===== src/rtl/dmem_arb_pkg.sv =====
// Shared constants for the data-memory arbiter: owner encoding, bus widths
// and the default DMA starvation limit.
package dmem_arb_pkg;

   localparam logic OWN_CORE       = 1'b0;
   localparam logic OWN_DMA        = 1'b1;

   localparam int   ADDR_W         = 32;
   localparam int   DATA_W         = 32;
   localparam int   STRB_W         = 4;

   localparam int   STARVE_MAX_DEF = 8;

endpackage


===== src/rtl/dmem_arb_pick.sv =====
// Combinational winner selection between core and DMA. dma_first carries the
// mode state: the round-robin pointer or the starvation flag.
module dmem_arb_pick (
   input  logic c_req,
   input  logic d_req,
   input  logic dma_first,
   output logic c_win,
   output logic d_win
);

   // dma_first only matters on a conflict; a lone requester always wins
   assign c_win = c_req & (~d_req | ~dma_first);
   assign d_win = d_req & (~c_req |  dma_first);

endmodule


===== src/rtl/dmem_arbiter.sv =====
// Two-port (core/DMA) arbiter in front of a 1-cycle-latency data memory.
// Define DMEM_ARB_RR_EN for round-robin; otherwise core priority with DMA starvation guard.
module dmem_arbiter
   import dmem_arb_pkg::*;
#(
   parameter int STARVE_MAX = STARVE_MAX_DEF
) (
   input  logic              clk,
   input  logic              rst_n,
   input  logic              c_req,
   input  logic              c_we,
   input  logic [ADDR_W-1:0] c_addr,
   input  logic [DATA_W-1:0] c_wdata,
   input  logic [STRB_W-1:0] c_wstrb,
   output logic              c_gnt,
   output logic              c_rvalid,
   output logic [DATA_W-1:0] c_rdata,
   input  logic              d_req,
   input  logic              d_we,
   input  logic [ADDR_W-1:0] d_addr,
   input  logic [DATA_W-1:0] d_wdata,
   input  logic [STRB_W-1:0] d_wstrb,
   output logic              d_gnt,
   output logic              d_rvalid,
   output logic [DATA_W-1:0] d_rdata,
   output logic              m_re,
   output logic [ADDR_W-1:0] m_raddr,
   output logic              m_we,
   output logic [ADDR_W-1:0] m_waddr,
   output logic [DATA_W-1:0] m_wdata,
   output logic [STRB_W-1:0] m_wstrb,
   input  logic [DATA_W-1:0] m_rdata
);

   logic              dma_first;
   logic              c_win;
   logic              d_win;
   logic              sel_we;
   logic [ADDR_W-1:0] sel_addr;
   logic [DATA_W-1:0] sel_wdata;
   logic [STRB_W-1:0] sel_wstrb;
   logic              owner_reg;
   logic              pend_reg;
   logic [DATA_W-1:0] c_hold_reg;
   logic [DATA_W-1:0] d_hold_reg;

`ifdef DMEM_ARB_RR_EN
   // Pointer names the port that wins the next conflict
   logic rr_ptr_reg;

   always_ff @(posedge clk or negedge rst_n) begin
      if (!rst_n)     rr_ptr_reg <= OWN_CORE;
      else if (c_gnt) rr_ptr_reg <= OWN_DMA;
      else if (d_gnt) rr_ptr_reg <= OWN_CORE;
   end

   assign dma_first = (rr_ptr_reg == OWN_DMA);
`else
   localparam int              CNT_W   = $clog2(STARVE_MAX + 1);
   localparam logic [CNT_W-1:0] CNT_MAX = CNT_W'(STARVE_MAX);

   logic [CNT_W-1:0] starve_cnt_reg;

   always_ff @(posedge clk or negedge rst_n) begin
      if (!rst_n)                     starve_cnt_reg <= '0;
      else if (!d_req || d_gnt)       starve_cnt_reg <= '0;
      else if (starve_cnt_reg != CNT_MAX) starve_cnt_reg <= starve_cnt_reg + CNT_W'(1);
   end

   assign dma_first = (starve_cnt_reg == CNT_MAX);
`endif

   dmem_arb_pick u_pick (
      .c_req     (c_req),
      .d_req     (d_req),
      .dma_first (dma_first),
      .c_win     (c_win),
      .d_win     (d_win)
   );

   // Grants are forced low while reset is held, even with requests pending
   assign c_gnt = rst_n & c_win;
   assign d_gnt = rst_n & d_win;

   assign sel_we    = d_win ? d_we    : c_we;
   assign sel_addr  = d_win ? d_addr  : c_addr;
   assign sel_wdata = d_win ? d_wdata : c_wdata;
   assign sel_wstrb = d_win ? d_wstrb : c_wstrb;

   always_comb begin
      m_re    = 1'b0;
      m_raddr = '0;
      m_we    = 1'b0;
      m_waddr = '0;
      m_wdata = '0;
      m_wstrb = '0;
      if (c_gnt || d_gnt) begin
         if (sel_we) begin
            m_we    = 1'b1;
            m_waddr = sel_addr;
            m_wdata = sel_wdata;
            m_wstrb = sel_wstrb;
         end else begin
            m_re    = 1'b1;
            m_raddr = sel_addr;
         end
      end
   end

   always_ff @(posedge clk or negedge rst_n) begin
      if (!rst_n) begin
         pend_reg  <= 1'b0;
         owner_reg <= OWN_CORE;
      end else begin
         pend_reg <= (c_gnt || d_gnt) && !sel_we;
         if ((c_gnt || d_gnt) && !sel_we)
            owner_reg <= d_gnt ? OWN_DMA : OWN_CORE;
      end
   end

   assign c_rvalid = pend_reg && (owner_reg == OWN_CORE);
   assign d_rvalid = pend_reg && (owner_reg == OWN_DMA);

   // Memory data is live only during rvalid; the hold registers keep it afterwards
   always_ff @(posedge clk or negedge rst_n) begin
      if (!rst_n) begin
         c_hold_reg <= '0;
         d_hold_reg <= '0;
      end else begin
         if (c_rvalid) c_hold_reg <= m_rdata;
         if (d_rvalid) d_hold_reg <= m_rdata;
      end
   end

   assign c_rdata = c_rvalid ? m_rdata : c_hold_reg;
   assign d_rdata = d_rvalid ? m_rdata : d_hold_reg;

endmodule


===== config.mk =====
export PLATFORM = sky130hd
export DESIGN_NAME = dmem_arbiter
export DESIGN_NICKNAME = d
export VERILOG_FILES = /design/src/rtl/dmem_arb_pkg.sv /design/src/rtl/dmem_arb_pick.sv /design/src/rtl/dmem_arbiter.sv
export SDC_FILE = /design/constraint.sdc
export NUM_CORES = 1
export LEC_CHECK = 0
export CAP_MARGIN = 20
export CORE_AREA = 2 2 135 137
export DETAILED_ROUTE_END_ITERATION = 6
export DIE_AREA = 0 0 137 139
export PLACE_DENSITY = 0.67
export SLEW_MARGIN = 25
export SYNTH_ARGS = -nofsm -noshare
export SYNTH_HDL_FRONTEND = slang
export SYNTH_SLANG_ARGS = --single-unit

===== constraint.sdc =====
create_clock -name clk -period 2.8 [get_ports clk]
set_clock_uncertainty 0.1 [all_clocks]
set_input_delay 0.56 -clock clk [delete_from_list [all_inputs] [get_ports clk]]
set_output_delay 0.56 -clock clk [all_outputs]
set_load 0.02 [all_outputs]

After elaboration in Yosys (flattened, before gate mapping)
Index checks and enable logic that the tools add are counted.
{ "word_totals": {"ff_bits": 70, "inputBits": 174, "out_inout_bits": 170, "elab_cells": 47} }
{ "classes": {"n_addsub": 1, "n_eq_ne": 2, "n_mux": 21, "bitwise": 10, "reduce_logical": 8} }
{ "ops": {"columns": ["operator", "n"], "rows": [
  ["two-way mux 32 bit", 10],
  ["two-way mux 4 bit", 5],
  ["two-way mux 1 bit", 6],
  ["adder 4 x 1 -> 4 bit, second input constant", 1],
  ["bitwise AND 1 bit", 4],
  ["== test 4 bit, second input constant", 1],
  ["!= test 4 bit, second input constant", 1],
  ["NOT 1 bit", 4],
  ["logical AND 1 bit", 3],
  ["logical NOT 1 bit", 2],
  ["logical OR 1 bit", 2],
  ["OR 1 bit", 2],
  ["nonzero test 2 bit", 1]
]} }

Longest topological paths before layout
{ "logic_depth": {"depth_word": 7, "depth_mapped": 7, "mapped_depth_nobuf": 5} }

Hierarchy
A second synthesis with hierarchy kept.
{ "hier_totals": {"cells_unflattened": 362, "hier_area_um2": 3867.5} }
{ "modules_own_cells": {"columns": ["mod", "n_inst", "cells_per_inst", "area_each_um2", "seq_area_each_um2"], "rows": [
  ["dmem_arbiter", 1, 359, 3848.7, 1751.7],
  ["dmem_arb_pick", 1, 3, 18.8, 0.0]
]} }

Worst setup path after synthesis
OpenSTA, ideal clock, no wires.
{ "synth_path": {"path_type": "flip-flop to output port", "start": "register starve_cnt_reg[0]", "end": "output m_raddr[26]", "t_arrival_ps": 1615, "required_time_ps": 2140, "setup_slack_ps": 525, "path_stages_with_launch": 8, "path_buffers": 2, "path_cell_list": "dfrtp_1 > inv_1 > ha_1 > and3b_1 > o21ai_4 > buf_6 > buf_6 > o22ai_1"} }
{ "synth_between": {"elab_chain_len": 7, "elab_cells_between_ends": 13, "cone_classes": "eq/ne: 1; mux: 4; bitwise: 7; reduce/logical: 1"} }
{ "synth_rtl": {"columns": ["item", "line_no", "rtl"], "rows": [
  ["from (decl)", "dmem_arbiter.sv:62", "logic [CNT_W-1:0] starve_cnt_reg;"],
  ["from (signal assigned)", "dmem_arbiter.sv:67", "else if (starve_cnt_reg != CNT_MAX) starve_cnt_reg <= starve_cnt_reg + CNT_W'(1);"],
  ["== test 4 bit *", "dmem_arbiter.sv:70", "assign dma_first = (starve_cnt_reg == CNT_MAX);"],
  ["NOT 1 bit", "dmem_arb_pick.sv:12", "assign c_win = c_req & (~d_req | ~dma_first);"],
  ["OR 1 bit", "dmem_arb_pick.sv:12", null],
  ["bitwise AND 1 bit", "dmem_arb_pick.sv:12", null],
  ["bitwise AND 1 bit", "dmem_arbiter.sv:82", "assign c_gnt = rst_n & c_win;"],
  ["logical OR 1 bit", "dmem_arbiter.sv:97", "if (c_gnt || d_gnt) begin"],
  ["two-way mux 32 bit *", "dmem_arbiter.sv:97", null],
  ["to (decl)", "dmem_arbiter.sv:27", "output logic [ADDR_W-1:0] m_raddr,"]
]} }
Mark *: on every way between the ends. The rest lies on a longest branch, timed or not.

Final worst setup path
{ "layout_path": {"start": "input d_we", "end": "output m_waddr[13]"} }
{ "layout_between": {"elab_chain_len": 3} }
{ "layout_rtl": {"columns": ["item", "line_no", "rtl"], "rows": [
  ["from (decl)", "dmem_arbiter.sv:19", "input logic d_we,"],
  ["two-way mux 1 bit", "dmem_arbiter.sv:85", "assign sel_we = d_win ? d_we : c_we;"],
  ["two-way mux 32 bit", "dmem_arbiter.sv:98", "if (sel_we) begin"],
  ["two-way mux 32 bit", "dmem_arbiter.sv:97", null],
  ["to (decl)", "dmem_arbiter.sv:29", "output logic [ADDR_W-1:0] m_waddr,"]
]} }
Every way passes these cells.

==> results.ini <==
[worst_setup_path]
arrival_ns = 2.13
critPathLaunchType = input port
crit_path_max_fanout = 30
cp_data_required_time_ns = 2.14
end_kind = output port
path_class = in2out

[grt]
overflow = 0
grt_pass1_vias = 5320
grt_usage_pct = 19.1
grt_pass1_wl_um = 29000
grt_max_degree = 56
antenna_found_initial = 0

[cts]
cts_buffers = 9
cts_max_path_buffers = 2
clock_sinks = 70
clk_latency_ns = 0.32
clk_pin_slew_ns = 0.06
htree_levels = 3
holdBufCountCts = 0
cts-root-buf = clkbuf_16
cts_tree = yes

[yosys]
syn_inst = 491
synth_cell_types = 32
synth_top_area_cell = dfrtp_1
synth_nets = 667
synth_area_mm2 = 0.00446
synth_edf_count = 0
synth_seq_cells = 70
avgSynthCellArea_um2 = 9.09
synth-async-reset-ratio_pct = 100
netlist_top_cells_area = dfrtp_1 39%, mux2_2 16%, nand2_1 14%, o22ai_1 10%, o22ai_2 7.6%
synth_ff_type = dfrtp_1
synth.top_cell.area_share_pct = 39.2
ys_seq_area_share_pct = 39.2
yosysWarnings = 0

[detailed_routing]
drcViolationCount = 0
drt_first_iter_violations = 180
dr_total_vias = 5202
ant_nets = 0
routed_wirelength_um = 19100
vias_per_cell = 4.78
firstDrtPassIters = 5
wl_per_cell_um = 17.6

[floorplanning]
ios = 344
die_w_um = 137
die_h_um = 139
rows = 49
die_area_mm2 = 0.0190
coreArea_mm2 = 0.0177
initial_core_util_pct = 25.3

[timing]
timing.hold.ws_ns = 0.144
fmaxAchievable_mhz = 358
hold_viol = 0
max-slew-margin-rel_pct = 57.1
slew_viol_final = 0
fin_crit_sh_pct = 99.7
rsz0062_at_grt = yes
setup_tns_ns = 0
fin_ws_ns = 0.00953
worst_pin_slew_ns = 0.643
setup_viol = 0
fin_crit_ns = 2.79

[finish]
finalNetCount = 1030
area_delta_synth_final_pct = 94.6
utilization_pct = 49.2
layout.cells.non_filler = 1088
design_area_mm2 = 0.00869
diodes = 0
drive_gt1_share_pct = 30.0

[power_and_ir_drop]
p_leak_nw = 3.73
seqPwrFrac_pct = 29.3
p_sw_mw = 1.44
peakVddDrop_mv = 0.486
swShare_pct = 31.9
power_density_mw_per_mm2 = 518
p_clk_share_pct = 26.3
p_int_mw = 3.07
total_power_mw = 4.50
p_comb_share_pct = 44.4

[placement]
port-buffer-count = 343
dpl.hpwl_um = 14700
dpl.cell_count = 1067
placed_cell_area_mm2 = 0.00848
place_worst_setup_slack_ns = -0.387
gp_congestion = 0.853

[min_path]
hp-class = in2async

[run_status]
outcome = completed

[run]
cap_violations = 0

what timing repair did:
item                       4_1_cts  5_1_grt
pin swaps                        1        0
setup endpoints to repair      101       98
cloned                           3        0
buffers inserted                 1        1
gates resized for setup        254       80
Yosys cell counts (2+ instances only):
cell type	instances
clkbuf_1	11
nand3b_1	2
nand3_1	3
inv_1	4
buf_6	9
buf_4	3
xor2_1	2
dfrtp_1	70
ha_1	2
mux2_2	64
nor2b_1	4
buf_2	24
nor2_1	2
nor3_1	3
nand2_1	170
o22ai_2	27
o22ai_1	74
a21oi_1	3
critical path: stages:
cell	delay [ns]
clkdlybuf4s50_1	0.54
and2_2	0.27
buf_12	0.20
nand2_1	0.07
o22ai_1	0.16
clkdlybuf4s15_2	0.30
layout make-up:
class                      count  area [um^2]
fill                        1692         8970
sequential                    70         1750
timing repair buffer         400         3850
tap                          229          287
clock buffer                  10          229
inverter                       5         18.8
clock inverter                 6         86.3
multi-input combinational    368         2460
power groups by stage:
stage	Clock, mW	Sequential [mW]	Combinational, mW
after global placement	0	1.32	2.01
after floorplan	0	1.31	0.955
after detailed placement	0	1.34	2.03
after CTS	1.22	1.32	2.03
final	1.19	1.32	2.00
after global routing	1.27	1.35	2.12
cell usage in the layout (no fill, tap or decap), drive strengths merged, types with 3 or more instances in the layout:
master / n
inv: 5
nor3: 3
clkdlybuf4s15: 20
clkinv: 3
mux2: 64
nand3b: 3
nand3: 4
clkbuf: 37
o22ai: 101
nor2b: 4
nand2: 170
dfrtp: 70
buf: 94
dlymetal6s2s: 11
a21oi: 3
dlygate4sd2: 22
clkdlybuf4s50: 226
kinds of logic (layout without fill, tap and decap cells):
kind of cell | count (synthesis) | count (layout) | synth area share, %
compound gates | 109 | 109 | 19.3
xor+xnor | 2 | 2 | 0.393
buf+inv | 53 | 421 | 6.90
simple gates | 191 | 191 | 17.5
flops | 70 | 70 | 39.2
mux | 64 | 64 | 16.1
fa+ha+maj | 2 | 2 | 0.561
worst paths after layout:
path                                                from                  endpoint  slack, ns  cells past startpoint
max reg2reg                starve_cnt_reg[0]$_DFFE_PN0P_        pend_reg$_DFF_PN0_       1.22                      8
min reg2reg                     d_hold_reg[31]$_DFF_PN0_  d_hold_reg[31]$_DFF_PN0_       0.39                      1
max in group asynchronous                          rst_n  d_hold_reg[17]$_DFF_PN0_       1.57                      3
min                                                rst_n  c_hold_reg[27]$_DFF_PN0_       0.14                      2
max                                                 d_we               m_waddr[13]       0.01                      6
min in group clk                d_hold_reg[31]$_DFF_PN0_  d_hold_reg[31]$_DFF_PN0_       0.39                      1
routing by layer:
| metal | share of wire, % | track usage (%) | up-vias |
|---|---|---|---|
| li1 | - | - | 2471 |
| met4 | 2.6 | 5.75 | 0 |
| met3 | 9.1 | 5.26 | 36 |
| met2 | 49 | 32.9 | 268 |
| met5 | 0 | 0 | - |
| met1 | 40 | 23.0 | 2427 |
(Power assumes the default switching activity.)
